<file path="config.mk">
export PLATFORM = sky130hd
export DESIGN_NAME = serial_subtract_ctrl_flat
export DESIGN_NICKNAME = d
export VERILOG_FILES = /design/src/rtl/serial_subtract_ctrl_if.sv /design/src/rtl/serial_subtract_ctrl.sv /design/src/flat_wrapper.sv
export SDC_FILE = /design/constraint.sdc
export NUM_CORES = 1
export LEC_CHECK = 0
export BUFFER_PORTS_ARGS = -buffer_cell sky130_fd_sc_hd__buf_2
export CORE_MARGIN = 8
export CORE_UTILIZATION = 55
export DETAILED_ROUTE_END_ITERATION = 7
export PLACE_DENSITY = 0.86
export SYNTH_ARGS = -nofsm -noshare
export SYNTH_HDL_FRONTEND = slang
export SYNTH_SLANG_ARGS = --single-unit
</file>
<file path="constraint.sdc">
create_clock -name clk -period 5.4 [get_ports clk]
set_clock_uncertainty 0.15 [all_clocks]
set_input_delay 0.81 -clock clk [delete_from_list [all_inputs] [get_ports clk]]
set_output_delay 0.81 -clock clk [all_outputs]
set_load 0.02 [all_outputs]
</file>
<file path="src/rtl/serial_subtract_ctrl_if.sv">
// Handshake and operand/result bundle between a requesting controller and the
// bit-serial subtract sequencer.
interface serial_subtract_ctrl_if #(
  parameter int WIDTH = 8
);
  logic             start;
  logic [WIDTH-1:0] a;
  logic [WIDTH-1:0] b;
  logic             busy;
  logic             done;
  logic [WIDTH-1:0] diff;
  logic             borrow_out;

  modport master (
    output start, a, b,
    input  busy, done, diff, borrow_out
  );

  modport slave (
    input  start, a, b,
    output busy, done, diff, borrow_out
  );
endinterface

</file>
<file path="src/rtl/serial_subtract_ctrl.sv">
// Bit-serial unsigned subtractor: one shared 1-bit subtract cell, LSB first,
// WIDTH cycles per operation with a start/busy/done handshake.
//
// state | meaning
// IDLE  | waiting for start; operands captured on the accepting edge
// RUN   | one result bit per cycle, WIDTH cycles
// DONE  | done pulse; diff/borrow_out freshly valid
module serial_subtract_ctrl #(
  parameter int WIDTH = 8,
  parameter int CNT_W = $clog2(WIDTH)
) (
  input logic                   clk,
  input logic                   rst_n,
  serial_subtract_ctrl_if.slave bus
);

  localparam logic [1:0] S_IDLE = 2'd0;
  localparam logic [1:0] S_RUN  = 2'd1;
  localparam logic [1:0] S_DONE = 2'd2;

  localparam logic [CNT_W-1:0] LAST_CNT = CNT_W'(WIDTH - 1);

  logic [1:0]       state_q, state_d;
  logic [WIDTH-1:0] op_a_q, op_a_d;
  logic [WIDTH-1:0] op_b_q, op_b_d;
  logic [WIDTH-1:0] res_q, res_d;
  logic             br_q, br_d;
  logic [CNT_W-1:0] cnt_q, cnt_d;
  logic [WIDTH-1:0] diff_q, diff_d;
  logic             borrow_q, borrow_d;

  logic             cell_d;
  logic             cell_br;
  logic [WIDTH-1:0] res_shifted;

  // Two cascaded half-subtractors with their borrows ORed.
  always_comb begin
    cell_d  = op_a_q[0] ^ op_b_q[0] ^ br_q;
    cell_br = (~op_a_q[0] & op_b_q[0]) | (~(op_a_q[0] ^ op_b_q[0]) & br_q);
  end

  assign res_shifted = {cell_d, res_q[WIDTH-1:1]};

  always_comb begin
    state_d  = state_q;
    op_a_d   = op_a_q;
    op_b_d   = op_b_q;
    res_d    = res_q;
    br_d     = br_q;
    cnt_d    = cnt_q;
    diff_d   = diff_q;
    borrow_d = borrow_q;

    case (state_q)
      S_IDLE: begin
        if (bus.start) begin
          op_a_d  = bus.a;
          op_b_d  = bus.b;
          res_d   = '0;
          br_d    = 1'b0;
          cnt_d   = '0;
          state_d = S_RUN;
        end
      end
      S_RUN: begin
        res_d  = res_shifted;
        op_a_d = {1'b0, op_a_q[WIDTH-1:1]};
        op_b_d = {1'b0, op_b_q[WIDTH-1:1]};
        br_d   = cell_br;
        if (cnt_q == LAST_CNT) begin
          // Counter is not advanced on the last bit so it never passes WIDTH-1.
          diff_d   = res_shifted;
          borrow_d = cell_br;
          state_d  = S_DONE;
        end else begin
          cnt_d = cnt_q + 1'b1;
        end
      end
      S_DONE: begin
        state_d = S_IDLE;
      end
      default: begin
        state_d = S_IDLE;
      end
    endcase
  end

  always_ff @(posedge clk or negedge rst_n) begin
    if (!rst_n) begin
      state_q  <= S_IDLE;
      op_a_q   <= '0;
      op_b_q   <= '0;
      res_q    <= '0;
      br_q     <= 1'b0;
      cnt_q    <= '0;
      diff_q   <= '0;
      borrow_q <= 1'b0;
    end else begin
      state_q  <= state_d;
      op_a_q   <= op_a_d;
      op_b_q   <= op_b_d;
      res_q    <= res_d;
      br_q     <= br_d;
      cnt_q    <= cnt_d;
      diff_q   <= diff_d;
      borrow_q <= borrow_d;
    end
  end

  assign bus.busy       = (state_q == S_RUN);
  assign bus.done       = (state_q == S_DONE);
  assign bus.diff       = diff_q;
  assign bus.borrow_out = borrow_q;

endmodule

</file>
<file path="src/flat_wrapper.sv">
// flat-port wrapper written by rule: the top's interface ports become plain ports
module serial_subtract_ctrl_flat 
#(
  parameter int WIDTH = 8,
  parameter int CNT_W = $clog2(WIDTH)
)
  (clk, rst_n, bus_start, bus_a, bus_b, bus_busy, bus_done, bus_diff, bus_borrow_out);
  serial_subtract_ctrl_if #(.WIDTH(WIDTH)) bus_i ();
  input logic clk;
  input logic rst_n;
  input wire logic [$bits(bus_i.start)-1:0] bus_start;
  input wire logic [$bits(bus_i.a)-1:0] bus_a;
  input wire logic [$bits(bus_i.b)-1:0] bus_b;
  output wire logic [$bits(bus_i.busy)-1:0] bus_busy;
  output wire logic [$bits(bus_i.done)-1:0] bus_done;
  output wire logic [$bits(bus_i.diff)-1:0] bus_diff;
  output wire logic [$bits(bus_i.borrow_out)-1:0] bus_borrow_out;
  assign bus_i.start = bus_start;
  assign bus_i.a = bus_a;
  assign bus_i.b = bus_b;
  assign bus_busy = bus_i.busy;
  assign bus_done = bus_i.done;
  assign bus_diff = bus_i.diff;
  assign bus_borrow_out = bus_i.borrow_out;
  serial_subtract_ctrl #(.WIDTH(WIDTH), .CNT_W(CNT_W)) u_core (.clk(clk), .rst_n(rst_n), .bus(bus_i));
endmodule
</file>
==> results of run 1 <==
-- worst max-delay path, stage by stage (launching register included) --
cell and delay, ns:
dfrtp_1 0.89, nand2b_1 0.39, inv_4 0.26, buf_2 0.20
-- flip-flops by register name, summed over array words and instances, names as in the netlist --
name,cells
u_core.br_q,1
u_core.bus.borrow_out,1
u_core.bus.diff,8
u_core.cnt_q,3
u_core.op_a_q,8
u_core.op_b_q,8
u_core.res_q,7
u_core.state_q,2
-- through the flow --
stage          setup WS (ns)  std cells  hold slack, ns  area (um^2)
2_1_floorplan           3.37        140           0.309         1730
3_3_place_gp            2.85        201           0.327         1860
3_5_place_dp            2.77        201           0.331         1860
4_1_cts                 2.35        209           0.358         1940
5_1_grt                 2.19        209           0.379         1940
6_report                2.35        209           0.356         1940
-- layer usage --
layer	part of all wire	up-vias
met2	0.50	35
met3	0.060	6
met4	0.019	0
li1	-	568
met5	0	-
met1	0.42	625
-- layout make-up --
type / count / area share
clock buffers: 5 / 0.0194
clock inverters: 3 / 0.0207
inverters: 17 / 0.0342
multi-input cells: 73 / 0.332
flip-flops and latches: 38 / 0.491
well taps: 44 / 0.0284
repair buffers: 29 / 0.0749
-- report_power, final --
| group | total, mW | switching (mW) | internal (mW) | leakage, nW |
|---|---|---|---|---|
| Clock | 0.189 | 0.0933 | 0.0959 | 0.0450 |
| Combinational | 0.387 | 0.200 | 0.187 | 0.414 |
| Sequential | 0.499 | 0.0925 | 0.406 | 0.470 |
| Total | 1.07 | 0.386 | 0.689 | 0.929 |
-- cell usage after synthesis (all sizes together) --
cell,number,area (um^2)
nand2,4,15.0
a21oi,1,5.00
inv,17,66.3
ha,2,25.0
nand3b,3,22.5
a221oi,8,70.1
nand2b,4,25.0
nor4b,8,70.1
buf,9,53.8
o21bai,1,7.51
or2,2,12.5
or4b,6,60.1
nand3,3,15.0
a22o,7,61.3
nor2b,1,6.26
o21ba,1,10.0
dfrtp,38,951
mux2,8,90.1
mux2i,1,10.0
o221ai,5,43.8
o22ai,1,6.26
o221a,6,67.6
fa,1,20.0
clkbuf,3,11.3
-- cell families after synthesis --
family,after synthesis,share of synthesized area
AO/OA/AOI/OAI,30,0.157
adder cells (fa/ha/maj),3,0.0261
buffers and inverters,29,0.0761
flip-flops,38,0.551
multiplexers,9,0.0580
AND/OR/NAND/NOR,31,0.131
-- final timing paths --
check,from,endpoint,slack [ns]
max,u_core.state_q[0],bus_busy,2.35
min,u_core.op_a_q[7],u_core.op_a_q[7],0.36
max reg2reg,u_core.state_q[0],u_core.bus.diff[2],3.22
min reg2reg,u_core.op_a_q[7],u_core.op_a_q[7],0.36
max in group asynchronous,rst_n,u_core.cnt_q[1],4.19
min in group asynchronous,rst_n,u_core.op_b_q[7],0.39
==> qor.csv, run 1 <==
stage;metric;value;unit
finish;share of cells above drive strength 1;0.333;
timing;TNS Setup;0;ns
timing;Peak Freq;328;MHz
detailed_routing;Final ANT Viol Nets;0;
synth;Synth Net Count;162;
detailed_routing;mean routed wirelength per cell;16.2;um
timing;Hold Violations, Final;0;
clock_tree;post-CTS setup buffers;0;
critical_path;Critical Path AT;2.09;ns
synth;sequential share of the synthesized area;0.551;
placement;Placer Congestion;0.782;
finish;most frequent cells in the layout;dfrtp_1 (38), buf_2 (29), inv_1 (16);
grt;routing usage on met2;0.232;
detailed_routing;First DRT Iteration DRCs;54;
critical_path;Worst Setup End Kind;primary output;
finish;nets@finish;186;
timing;RSZ-0062 raised after global routing;no;
grt;GRT busiest layer;met2;
power;Design Power;1.07;mW
finish;leading cell type in the layout, fill and taps excluded;dfrtp_1;
job;MaxCap Viol Count;0;
detailed_routing;drt pass-1 iters;5;
timing;Tcrit/Tclk final;0.564;
synth;synthesized flop and latch total;38;
grt;vias in the first global route;1281;
timing;Final Setup Violations;0;
clock_tree;CTS Hold Bufs;0;
clock_tree;clk sinks;38;
clock_tree;H-tree levels;2;
placement;IO Port Bufs;29;
floorplan;core box area;3030;um^2
timing;Worst Tran Pin Value;1.04;ns
clock_tree;clk_lat worst skew;0.35;ns
critical_path;worst path required time;4.44;ns
clock_tree;total CTS buffers;5;
power;pwr/cell area;555;nW/um^2
grt;GRT overflow;0;
floorplan;Starting Density;0.570;
synth;yosys warns;0;
grt;GR Layer Usage met1;0.160;
finish;number of fill cells;233;
timing;fin crit period;3.05;ns
hold_path;hold path depth;2;
detailed_routing;via density per instance;5.90;
clock_tree;Root Driver;clkbuf_4;
floorplan;die width;72.0;um
synth;post-synth cell types;27;
critical_path;critical path class;flip-flop to primary output;
floorplan;Site Rows;20;
finish;# diodes;0;
finish;Layout area overhead;12.3;%
timing;Worst slew margin;0.307;
floorplan;Die Y;72.0;um
detailed_routing;final wirelength;3380;um
grt;Total Routing Usage GR;0.142;
finish;Layout Utilization;0.640;
clock_tree;post-CTS sizing;0;
floorplan;die area;5190;um^2
synth;cells after synthesis;140;
synth;Avg Inst Size Synth;12.3;um^2
finish;area of the multi-input gates;643;um^2
clock_tree;TritonCTS clock tree;built;
hold_path;worst hold path class;flip-flop to flip-flop;
critical_path;Reg2Reg Depth;2;
grt;first-pass GRT wire length;5800;um
run_status;status;completed;
grt;largest net degree at the start of global routing;39;
finish;FF/Latch Area;951;um^2
placement;dpl hpwl;2370;um
floorplan;io pins;30;
clock_tree;Worst-path clk slew;0.11;ns
clock_tree;maximum root-to-sink buffer count;2;
grt;initial antenna violation count;0;
power;Leakage Power;0.929;nW
detailed_routing;DRC violation count after routing;0;
synth;post-synthesis cell area;1730;um^2
detailed_routing;via count;1234;
timing;max-slew violations;0;
critical_path;critical path fanouts, max;30;
power;VDD IR-drop max;0.240;mV
critical_path;Critical Path Source Type;flip-flop;
grt;M3 GR Usage;0.0537;
Note: power is estimated with default switching activity, not from simulation.
==> run 2: changes to the inputs <==
--- a/config.mk
+++ b/config.mk
@@ -7,9 +7,9 @@
 export LEC_CHECK = 0
 export BUFFER_PORTS_ARGS = -buffer_cell sky130_fd_sc_hd__buf_2
 export CORE_MARGIN = 8
-export CORE_UTILIZATION = 55
+export CORE_UTILIZATION = 54
 export DETAILED_ROUTE_END_ITERATION = 7
-export PLACE_DENSITY = 0.86
+export PLACE_DENSITY = 0.84
 export SYNTH_ARGS = -nofsm -noshare
 export SYNTH_HDL_FRONTEND = slang
 export SYNTH_SLANG_ARGS = --single-unit
==> constraint.sdc (replaced) <==
create_clock -name clk -period 3.15 [get_ports clk]
set_clock_uncertainty 0.15 [all_clocks]
set_input_delay 0.4725 -clock clk [delete_from_list [all_inputs] [get_ports clk]]
set_output_delay 0.4725 -clock clk [all_outputs]
set_load 0.02 [all_outputs]
==> qor.csv, run 2 (synthesis results as in run 1) <==
stage;metric;value;unit;change
power;VDD IR-drop max;0.421;mV;was 0.240 mV
timing;RSZ-0062 raised after global routing;no;;unchanged
finish;number of fill cells;255;;was 233
detailed_routing;via count;1182;;was 1234
grt;initial antenna violation count;0;;unchanged
job;MaxCap Viol Count;0;;unchanged
run_status;status;completed;;unchanged
timing;post-route setup slack;0.416;ns;was 2.35 ns
detailed_routing;DRC violation count after routing;0;;unchanged
detailed_routing;final wirelength;3470;um;was 3380 um
grt;routing usage on met2;0.216;;was 0.232
grt;first-pass GRT wire length;5860;um;was 5800 um
finish;nets@finish;187;;was 186
floorplan;Starting Density;0.565;;was 0.570
critical_path;Reg2Reg Depth;2;;unchanged
timing;Hold Violations, Final;0;;unchanged
clock_tree;total CTS buffers;5;;unchanged
clock_tree;maximum root-to-sink buffer count;2;;unchanged
grt;Total Routing Usage GR;0.143;;was 0.142
detailed_routing;First DRT Iteration DRCs;63;;was 54
critical_path;critical path fanouts, max;30;;unchanged
detailed_routing;drt pass-1 iters;4;;was 5
timing;TNS Setup;0;ns;unchanged
finish;# diodes;0;;unchanged
floorplan;Site Rows;20;;unchanged
timing;Peak Freq;366;MHz;
critical_path;Worst Setup End Kind;primary output;;unchanged
clock_tree;CTS Hold Bufs;0;;unchanged
timing;Tcrit/Tclk final;0.868;;
grt;vias in the first global route;1240;;was 1281
clock_tree;post-CTS sizing;0;;unchanged
floorplan;core box area;3050;um^2;was 3030 um^2
grt;largest net degree at the start of global routing;39;;unchanged
floorplan;io pins;30;;unchanged
clock_tree;Root Driver;clkbuf_4;;unchanged
floorplan;die area;5260;um^2;was 5190 um^2
critical_path;worst r2r dst;u_core.bus.diff[3];;was u_core.bus.diff[2]
placement;dpl hpwl;2470;um;was 2370 um
placement;area post-placement;1870;um^2;was 1860 um^2
detailed_routing;Final ANT Viol Nets;0;;unchanged
placement;Placer Congestion;0.747;;was 0.782
critical_path;Setup crit start;u_core.state_q[0];;unchanged
grt;GRT overflow;0;;unchanged
critical_path;Setup crit end;bus_busy;;unchanged
power;Leakage Power;0.925;nW;was 0.929 nW
critical_path;reg-to-reg startpoint;u_core.state_q[0];;unchanged
detailed_routing;via density per instance;5.63;;was 5.90
critical_path;worst path required time;2.53;ns;was 4.44 ns
clock_tree;Worst-path clk slew;0.11;ns;about the same
finish;share of cells above drive strength 1;0.331;;was 0.333
critical_path;critical path class;flip-flop to primary output;;unchanged
finish;leading cell type in the layout, fill and taps excluded;dfrtp_1;;unchanged
finish;Layout Utilization;0.632;;was 0.640
clock_tree;TritonCTS clock tree;built;;unchanged
finish;finished layout cell area;1930;um^2;was 1940 um^2
clock_tree;clk_lat worst skew;0.34;ns;was 0.35 ns
hold_path;worst hold path class;input port to asynchronous set/reset pin;;was flip-flop to flip-flop
finish;Layout area overhead;11.7;%;was 12.3%
grt;GR Layer Usage met1;0.175;;was 0.160
grt;M3 GR Usage;0.0551;;was 0.0537
floorplan;die width;72.5;um;was 72.0 um
critical_path;Critical Path Source Type;flip-flop;;unchanged
clock_tree;post-CTS setup buffers;0;;unchanged
timing;Final Setup Violations;0;;unchanged
floorplan;Die Y;72.5;um;was 72.0 um
clock_tree;H-tree levels;2;;unchanged
critical_path;Critical Path AT;2.11;ns;was 2.09 ns
timing;Worst Tran Pin Value;0.848;ns;was 1.04 ns
detailed_routing;mean routed wirelength per cell;16.5;um;was 16.2 um
finish;most frequent cells in the layout;dfrtp_1 (38), buf_2 (29), inv_1 (16);;unchanged
timing;fin crit period;2.73;ns;
placement;pre-CTS setup slack;0.805;ns;was 2.77 ns
power;pwr/cell area;930;nW/um^2;was 555 nW/um^2
clock_tree;clk sinks;38;;unchanged
critical_path;reg-to-reg setup timing slack;0.94;ns;was 3.22 ns
grt;GRT busiest layer;met2;;unchanged
timing;max-slew violations;0;;unchanged
placement;IO Port Bufs;29;;unchanged
timing;Worst slew margin;0.435;;was 0.307
[run 2: cell types whose count changed in the layout (fill, tap and decap cells not counted), sizes merged]
cell    previous run  this run
bufinv             1         0
clkinv             2         1
clkbuf             5         7
buf               29        30
[run 2: stage by stage]
step | total power, mW | std cells | hold slack (ns)
after global placement | 1.48 | 202 | 0.327
after CTS | 1.81 | 210 | 0.0741
after floorplan | 1.37 | 140 | 0.0269
final | 1.79 | 210 | 0.0627
after global routing | 1.93 | 210 | 0.112
after detailed placement | 1.55 | 202 | 0.332
[run 2: area by class of cell]
cell class	instances	area, um^2	share of cell area
Timing Repair Buffer	30	153	0.0792
Inverter	17	66.3	0.0344
Multi-Input combinational cell	73	643	0.334
Sequential cell	38	951	0.493
Clock inverter	1	5.00	0.00260
Tap cell	44	55.1	0.0286
Clock buffer	7	55.1	0.0286
[run 2: worst max-delay path, stage by stage (launching register included)]
cell and delay, ns:
dfrtp_1 0.91, nand2b_1 0.40, inv_4 0.26, buf_2 0.20
[run 2: metal layers]
metal  routed length [um]  up-vias
li1                     -      567
met3                  155       10
met4                   88        0
met1                 1540      582
met2                 1680       23
met5                    0        -
[run 2: worst min-delay path by stage]
stage                startpoint                  to  slack (ns)
3_3_place_gp   u_core.op_b_q[7]    u_core.op_b_q[7]        0.33
2_1_floorplan             rst_n         u_core.br_q        0.03
4_1_cts                   rst_n  u_core.bus.diff[1]        0.07
3_5_place_dp   u_core.op_a_q[7]    u_core.op_a_q[7]        0.33
6_report                  rst_n  u_core.bus.diff[6]        0.06
5_1_grt                   rst_n     u_core.res_q[7]        0.11
[run 2: where the power goes]
group / switching [mW] / leakage (nW) / internal, mW / total (mW)
clock: 0.152 / 0.0353 / 0.108 / 0.260
sequential: 0.160 / 0.470 / 0.696 / 0.856
combinational: 0.351 / 0.420 / 0.325 / 0.677
